`src/rtl/adc_spi_sampler.sv`:
```
// Periodic SPI read of an external ADC, presenting one signed sample per period as a one-cycle strobe.
// Build option: define ADC_SPI_TWOS_COMP_EN to convert offset-binary ADC words to two's complement.
module adc_spi_sampler #(
    parameter int Width      = 10,
    parameter int CLK_DIV    = 4,
    parameter int FRAME_BITS = 16,
    parameter int NULL_BITS  = 3,
    parameter int SAMPLE_DIV = 20000
) (
    input  logic                    clk,
    input  logic                    rst,
    input  logic                    enable,
    output logic                    adc_cs_n,
    output logic                    adc_sclk,
    input  logic                    adc_miso,
    output logic signed [Width-1:0] sample_out,
    output logic                    sample_valid,
    output logic                    overrun
);

    if (CLK_DIV < 2) begin : g_chk_clk_div
        $error("adc_spi_sampler: CLK_DIV must be at least 2");
    end
    if (NULL_BITS + Width > FRAME_BITS) begin : g_chk_frame
        $error("adc_spi_sampler: NULL_BITS + Width must not exceed FRAME_BITS");
    end
    if (SAMPLE_DIV <= 34 * CLK_DIV + 2) begin : g_chk_sample_div
        $error("adc_spi_sampler: SAMPLE_DIV must exceed 34*CLK_DIV + 2");
    end

    localparam int CNT_W = $clog2(SAMPLE_DIV);
    localparam int DIV_W = $clog2(CLK_DIV);
    localparam int BIT_W = $clog2(FRAME_BITS);

    localparam logic [CNT_W-1:0] CNT_LAST   = CNT_W'(SAMPLE_DIV - 1);
    localparam logic [DIV_W-1:0] DIV_LAST   = DIV_W'(CLK_DIV - 1);
    localparam logic [BIT_W-1:0] BIT_LAST   = BIT_W'(FRAME_BITS - 1);
    localparam logic [BIT_W-1:0] DATA_FIRST = BIT_W'(NULL_BITS);
    localparam logic [BIT_W-1:0] DATA_LAST  = BIT_W'(NULL_BITS + Width - 1);

    typedef enum logic [2:0] {
        S_IDLE,
        S_SETUP,
        S_SHIFT,
        S_HOLD,
        S_DONE
    } state_t;

    function automatic logic signed [Width-1:0] to_sample(input logic [Width-1:0] raw);
`ifdef ADC_SPI_TWOS_COMP_EN
        return $signed({~raw[Width-1], raw[Width-2:0]});
`else
        return $signed(raw);
`endif
    endfunction

    logic [CNT_W-1:0] cnt_q, cnt_d;
    logic             tick_q, tick_d;

    always_comb begin
        cnt_d  = '0;
        tick_d = 1'b0;
        if (enable) begin
            if (cnt_q == CNT_LAST) begin
                tick_d = 1'b1;
            end else begin
                cnt_d = cnt_q + CNT_W'(1);
            end
        end
    end

    always_ff @(posedge clk or posedge rst) begin
        if (rst) begin
            cnt_q  <= '0;
            tick_q <= 1'b0;
        end else begin
            cnt_q  <= cnt_d;
            tick_q <= tick_d;
        end
    end

    state_t                  state_q;
    logic [DIV_W-1:0]        div_q;
    logic [BIT_W-1:0]        bit_q;
    logic [Width-1:0]        data_q;
    logic                    cs_n_q;
    logic                    sclk_q;
    logic                    valid_q;
    logic                    overrun_q;
    logic signed [Width-1:0] sample_q;

    // Frame sequencer: every output is a register written on state transitions.
    always_ff @(posedge clk or posedge rst) begin
        if (rst) begin
            state_q   <= S_IDLE;
            div_q     <= '0;
            bit_q     <= '0;
            data_q    <= '0;
            cs_n_q    <= 1'b1;
            sclk_q    <= 1'b0;
            valid_q   <= 1'b0;
            overrun_q <= 1'b0;
            sample_q  <= '0;
        end else begin
            valid_q <= 1'b0;
            if (tick_q && (state_q != S_IDLE)) begin
                overrun_q <= 1'b1;
            end
            case (state_q)
                S_IDLE: begin
                    if (tick_q) begin
                        state_q <= S_SETUP;
                        cs_n_q  <= 1'b0;
                        div_q   <= '0;
                    end
                end
                S_SETUP: begin
                    if (div_q == DIV_LAST) begin
                        state_q <= S_SHIFT;
                        sclk_q  <= 1'b1;
                        div_q   <= '0;
                        bit_q   <= '0;
                    end else begin
                        div_q <= div_q + DIV_W'(1);
                    end
                end
                S_SHIFT: begin
                    if (div_q == DIV_LAST) begin
                        div_q <= '0;
                        if (sclk_q) begin
                            // End of the high phase: the ADC has not yet moved to the next bit.
                            sclk_q <= 1'b0;
                            if ((bit_q >= DATA_FIRST) && (bit_q <= DATA_LAST)) begin
                                data_q <= {data_q[Width-2:0], adc_miso};
                            end
                        end else if (bit_q == BIT_LAST) begin
                            state_q <= S_HOLD;
                        end else begin
                            bit_q  <= bit_q + BIT_W'(1);
                            sclk_q <= 1'b1;
                        end
                    end else begin
                        div_q <= div_q + DIV_W'(1);
                    end
                end
                S_HOLD: begin
                    if (div_q == DIV_LAST) begin
                        state_q <= S_DONE;
                        cs_n_q  <= 1'b1;
                    end else begin
                        div_q <= div_q + DIV_W'(1);
                    end
                end
                S_DONE: begin
                    sample_q <= to_sample(data_q);
                    valid_q  <= 1'b1;
                    state_q  <= S_IDLE;
                end
                default: begin
                    state_q <= S_IDLE;
                    cs_n_q  <= 1'b1;
                    sclk_q  <= 1'b0;
                end
            endcase
        end
    end

    assign adc_cs_n     = cs_n_q;
    assign adc_sclk     = sclk_q;
    assign sample_out   = sample_q;
    assign sample_valid = valid_q;
    assign overrun      = overrun_q;

endmodule

```
`config.mk`:
```
export PLATFORM = sky130hd
export DESIGN_NAME = adc_spi_sampler
export DESIGN_NICKNAME = d
export VERILOG_FILES = /design/src/rtl/adc_spi_sampler.sv
export SDC_FILE = /design/constraint.sdc
export NUM_CORES = 1
export LEC_CHECK = 0
export BUFFER_PORTS_ARGS = -buffer_cell sky130_fd_sc_hd__clkbuf_2
export CAP_MARGIN = 30
export CORE_MARGIN = 4
export CORE_UTILIZATION = 40
export DETAILED_ROUTE_END_ITERATION = 12
export PLACE_DENSITY = 0.55
export SLEW_MARGIN = 20
export SYNTH_ARGS = -nofsm -noshare
export SYNTH_HDL_FRONTEND = slang
export SYNTH_SLANG_ARGS = --single-unit
```
`constraint.sdc`:
```
create_clock -name clk -period 5.63 [get_ports clk]
set_clock_uncertainty 0.15 [all_clocks]
set_input_delay 0.2815 -clock clk [delete_from_list [all_inputs] [get_ports clk]]
set_output_delay 0.2815 -clock clk [all_outputs]
set_load 0.01 [all_outputs]
```
After elaboration in Yosys (flattened, before gate mapping)
Cells that the tools add are included.
- div/mod/pow operators: 0
- $lt $le $gt $ge: 2
- shifts and indexed selects: 0
- multipliers: 0
- bitwise gates (word level): 2
- reduce and logical (&&, ||, !) cells: 15
- multiplexer cells: 28
- eq/ne operators: 15
- add/subtract/negate cells: 3
- operators by type and width (kind ; count):
    $mux 15 ; 2
    $mux 3 ; 6
    $mux 4 ; 4
    $ne 2x2->1 const B ; 8
    $add 15x1->15 const B ; 1
    $eq 15x15->1 const B ; 1
    $pmux 3 s4 ; 1
    $reduce_and 3->1 ; 3
    $mux 1 ; 8
    $pmux 4 s2 ; 1
    $eq 3x2->1 const B ; 2
    $mux 2 ; 3
    $pmux 1 s3 ; 2
    $pmux 2 s3 ; 1
    $reduce_and 6->1 ; 1
    $reduce_bool 3->1 ; 2
    $reduce_or 3->1 ; 2
    $reduce_and 5->1 ; 1
    $add 4x1->4 const B ; 1
    $eq 4x4->1 const B ; 1
    $ge 4x2->1 const B ; 1
    $le 4x4->1 const B ; 1
    $reduce_and 4->1 ; 1
    $eq 3x1->1 const B ; 1
    other kinds (8) ; 10
- memory bits (writable): 0
- bits of input ports: 4
- logic and storage cells: 76
- latch bits: 0
- flip-flop bits (word level): 49
- memories: 0
- memory bits (read-only): 0

Depth between registers and ports, before layout
- depth in word-level cells: 5
- gate-level depth with buffers: 7
- gate-level depth less buffers: 5

Least setup slack after synthesis
No wires, ideal clock.
- kind: reg-to-reg
- from: register bit_q[0]
- to: register data_q[1]
- required time: 5355 ps
- path buffers: 0
- setup slack: 3862 ps
- stages on the path, launching flop included: 5
- arrival time: 1493 ps
- clock period less this slack: 1768 ps
- cell sequence: dfrtp_1 -> ha_1 -> o311a_1 -> o211ai_4 -> mux2_2
- longest elaborated chain between the ends: 3
- elaborated cells between the ends (all ways): 4
- classes of those cells: order compare (2); reduce/logical (2)
- ends and longest elaborated chain (element ; line ; RTL):
    start, declared ; 84 ; logic [BIT_W-1:0] bit_q;
    start signal, assigned ; 139 ; bit_q <= bit_q + BIT_W'(1);
    $ge 4x2->1 / $le 4x4->1 (equally long branches) ; 133 ; if ((bit_q >= DATA_FIRST) && (bit_q <= DATA_LAST)) begin
    $logic_and 1x1->1 (*) ; 133 ;
    $reduce_and 4->1 (no line) (*) ; -- ;
    end signal, assigned ; 134 ; data_q <= {data_q[Width-2:0], adc_miso};
    end, declared ; 85 ; logic [Width-1:0] data_q;
Every way passes the cells marked *; elsewhere a longest branch is shown, timed or not.
A chain may end at the register's enable or synchronous reset.

Worst setup path after layout
- from: register state_q[0]
- to: register sample_q[3] (netlist: sample_out[3])
- longest elaborated chain between the ends: 1
- ends and longest elaborated chain (element ; line ; RTL):
    start, declared ; 82 ; state_t state_q;
    start signal, assigned ; 95 ; state_q <= S_IDLE;
    start signal, assigned ; 112 ; state_q <= S_SETUP;
    start signal, assigned ; 119 ; state_q <= S_SHIFT;
    $eq 3x3->1 ; 109 ; case (state_q)
    end signal, assigned ; 155 ; sample_q <= to_sample(data_q);
    end, declared ; 90 ; logic signed [Width-1:0] sample_q;
Every way passes these cells.

==> impl_summary.md <==
Worst setup path
The category of the worst setup path launch point is a flop. The master of the slowest instance on the critical path is dfrtp_1. The type of the worst setup path is reg -> reg. The category of cells accounting for the largest share of critical-path delay is simple AND/OR/NAND/NOR gates.

The required time of the critical path is 5670 ps. The top fanout value on the critical path is 15. The worst setup path is captured at a flop. Walking the worst path, the cells encountered are nor2_1, and2_1, mux2_2. In this design, the stage delay of the slowest critical-path cell is 550 ps. The buffering stage count on the worst path with inverters included is 0. The arrival time of the worst setup path is 2020 ps.

Global route
Entering global routing, the biggest net connects 50 pins. The first-pass GRT wire length is 7010 um. The met2 usage in global routing is 0.211.

The via count of the first global-routing pass came to 1532. The met3 track utilization from global routing is 0.0337. The global routing stage identified its most utilized layer as met2.

The number of antenna violations at the first check in global routing was 0. The sum of overflow across all layers after global routing is 0. The all-layer global routing usage is 0.122. For this run, global-route usage on met1 was measured as 0.146.

Run status
The flow ran to the end, and the final reports show no timing, DRC or antenna violations.

Routing
The number of vias per cell is 5.20. The count of nets left with antenna violations once routing finished came out at 0. In this run, the number of DRC markers left after iteration 0 of detailed routing was 35.

The final routed DRC violation total is 0. The wire length reported by the detailed router is 3950 um. The routed layout has 1478 vias. The detail-routed net length per standard cell is 13.9 um. The total iterations of the first detailed-routing run is 4.

Floorplan
The core region is 0.00551 sq mm. For this configuration, the core starts out at a cell density of 0.411. The I/O pin count is 18.

The area of the die is 0.00693 sq mm. Measured along the x axis, the die boundary spans 83.3 um. The die is 83.3 um tall.

The number of core rows is 27.

STA
In this run the tightest slew margin relative to its limit is 0.661. The peak clock frequency supported by timing is 0.504 GHz. Setup repair after global routing left no endpoint under its margin. The number of max-slew violations in the final report is 0. The portion of the clock cycle consumed by the worst path in the final layout is 0.352. The number of hold violations in the final report is 0. The number of setup violations in the final report is 0.

Adding up every negative setup slack in the final design gives 0 ps. The worst-margin pin slew is 509 ps. The clock period minus worst slack is 1980 ps.

Yosys
Counting instances in the post-synthesis netlist gives the leading cell types as dfrtp_1, nor2_1, mux2_2. The post-synthesis cell count is 193. The Yosys step of the flow raised 0 warnings.

In the synthesized netlist the dominant register cell turns out to be dfrtp_1. The post-synthesis instance area is 0.00227 sq mm. The register area share after synthesis is 0.542. Yosys mapped a number of flops with a built-in enable equal to 0.

Yosys instantiated no cell more often than dfrtp_1. A synthesized cell averages 11.7 sq um. Sorting the synthesized cells by area gives the leading types as dfrtp_1, mux2_2, xor2_1, nor2_1, mux2_1. The area share of the largest cell type after synthesis is 0.530. Synthesis instantiated 44 different standard cells from the library.

The number of nets in the synthesized netlist is 201. The post-synthesis sequential element count is 49. In the synthesized netlist the async set-or-reset flop fraction comes to 1.00. Summed over all instances, the cell type with the most area after synthesis is dfrtp_1.

Power and ir drop
The leakage power is 1.23 nW. Power spread over the standard cell area amounts to 337 mW/mm^2. Total power for the finished layout comes to 0.864 mW. Across the VDD grid, the largest voltage drop is 0.185 mV.

Clock network
The insertion delay to the later sink of the worst-skew pair is 300 ps. The post-CTS clock slew at the launch and capture registers of the worst setup and hold paths is 90 ps. The tree built by TritonCTS fans out to 49 sinks. The post-CTS setup repair buffer count is 0. Buffers inserted during clock tree synthesis total 5. The TritonCTS clock tree is done. The clock passes through at most 2 buffers. The H-tree generated during clock tree synthesis spans 2 levels. Clock tree synthesis selected as its root buffer the cell clkbuf_8.

Place
The routability congestion estimate from global placement is 0.807. In this run the tool buffered the top-level ports with 17 buffer cells. The detailed-placement wirelength estimate is 2790 um.

Cells and area
The net count reported at finish is 219. For this run, the share of the core covered by cells in the final layout is 0.465. Relative to the synthesized area, the layout overhead comes to 13.1%. 0 antenna diodes ended up in the layout. Of the cells placed in the final design, the portion with a size suffix greater than 1 is 0.236.

Flow run
The max-cap violation count is 0.

Hold path
The tightest min-delay check is of the in -> reg type.
cells by family after synthesis:
| group | Yosys count | synth area share |
|---|---|---|
| AO/OA/AOI/OAI | 19 | 0.0685 |
| XOR/XNOR | 13 | 0.0502 |
| multiplexers | 23 | 0.113 |
| AND/OR/NAND/NOR | 72 | 0.173 |
| buffers and inverters | 13 | 0.0315 |
| adder cells (fa/ha/maj) | 4 | 0.0221 |
| flip-flops | 49 | 0.542 |
path summary, 6_finish.rpt:
path                       slack, ps                   start  cells after the start                         to
min                               40                adc_miso                      2      data_q[0]$_DFFE_PP0P_
max reg2reg                     3650  state_q[0]$_DFFE_PP0P_                      3  sample_out[3]$_DFFE_PP0P_
min in group asynchronous        260                     rst                      3      data_q[9]$_DFFE_PP0P_
min reg2reg                      330    div_q[0]$_DFFE_PP0P_                      1       div_q[0]$_DFFE_PP0P_
max in group asynchronous       4560                     rst                      4       adc_cs_n$_DFFE_PP1P_
max                             3650  state_q[0]$_DFFE_PP0P_                      3  sample_out[3]$_DFFE_PP0P_
metrics by stage:
stage | hold slack, ps | setup slack, ps | cell area, sq um | cells
2_1_floorplan | 260 | 3860 | 2270 | 193
3_3_place_gp | 306 | 3720 | 2390 | 274
3_5_place_dp | 318 | 3640 | 2390 | 274
4_1_cts | 34.1 | 3640 | 2530 | 282
5_1_grt | 33.8 | 3500 | 2560 | 284
6_report | 44.5 | 3650 | 2560 | 284
cell type report:
| cell class | count | area, sq um |
|---|---|---|
| Fill cell | 528 | 2940 |
| Sequential cell | 49 | 1230 |
| Multi-Input combinational cell | 131 | 967 |
| Timing Repair Buffer | 19 | 115 |
| Tap cell | 72 | 90.1 |
| Clock buffer | 5 | 68.8 |
| Clock inverter | 3 | 68.8 |
| Inverter | 5 | 25.0 |
per-layer routing:
metal / vias to the layer above / routed length [um]
met5: - / 0
met1: 747 / 1790
li1: 717 / -
met3: 2 / 110
met4: 0 / 25
met2: 12 / 2020
flip-flops by register name, indices dropped and copies added (netlist names):
| name | flops |
|---|---|
| adc_cs_n | 1 |
| overrun | 1 |
| tick_q | 1 |
| cnt_q | 15 |
| data_q | 10 |
| state_q | 3 |
| sample_valid | 1 |
| adc_sclk | 1 |
| div_q | 2 |
| sample_out | 10 |
| bit_q | 4 |
where the power goes:
part / switching (mW) / internal (mW)
Combinational: 0.0849 / 0.0662
Sequential: 0.0400 / 0.377
Clock: 0.117 / 0.179
layout by cell type, fill, tap and decap left out, types with 2 or more instances in the layout:
| master | n |
|---|---|
| mux2i_1 | 2 |
| clkbuf_2 | 17 |
| clkbuf_8 | 5 |
| o21ai_0 | 2 |
| nor3b_1 | 2 |
| xor2_1 | 11 |
| nand3_1 | 8 |
| o31ai_1 | 3 |
| nor4_1 | 2 |
| and3_1 | 7 |
| inv_6 | 2 |
| nand2b_1 | 4 |
| dfrtp_1 | 48 |
| inv_1 | 3 |
| a21oi_1 | 5 |
| mux2_1 | 5 |
| nand4_1 | 5 |
| and2_1 | 2 |
| and4_1 | 2 |
| nand2_1 | 9 |
| nor3_1 | 3 |
| mux2_2 | 16 |
| bufinv_16 | 2 |
| xnor2_1 | 2 |
| ha_1 | 4 |
| nor2_1 | 20 |
timing repair:
action,in CTS,in global routing
endpoints found under the hold margin,0,25
resized for setup,0,0
hold buffers,0,1
(Power assumes the default switching activity.)
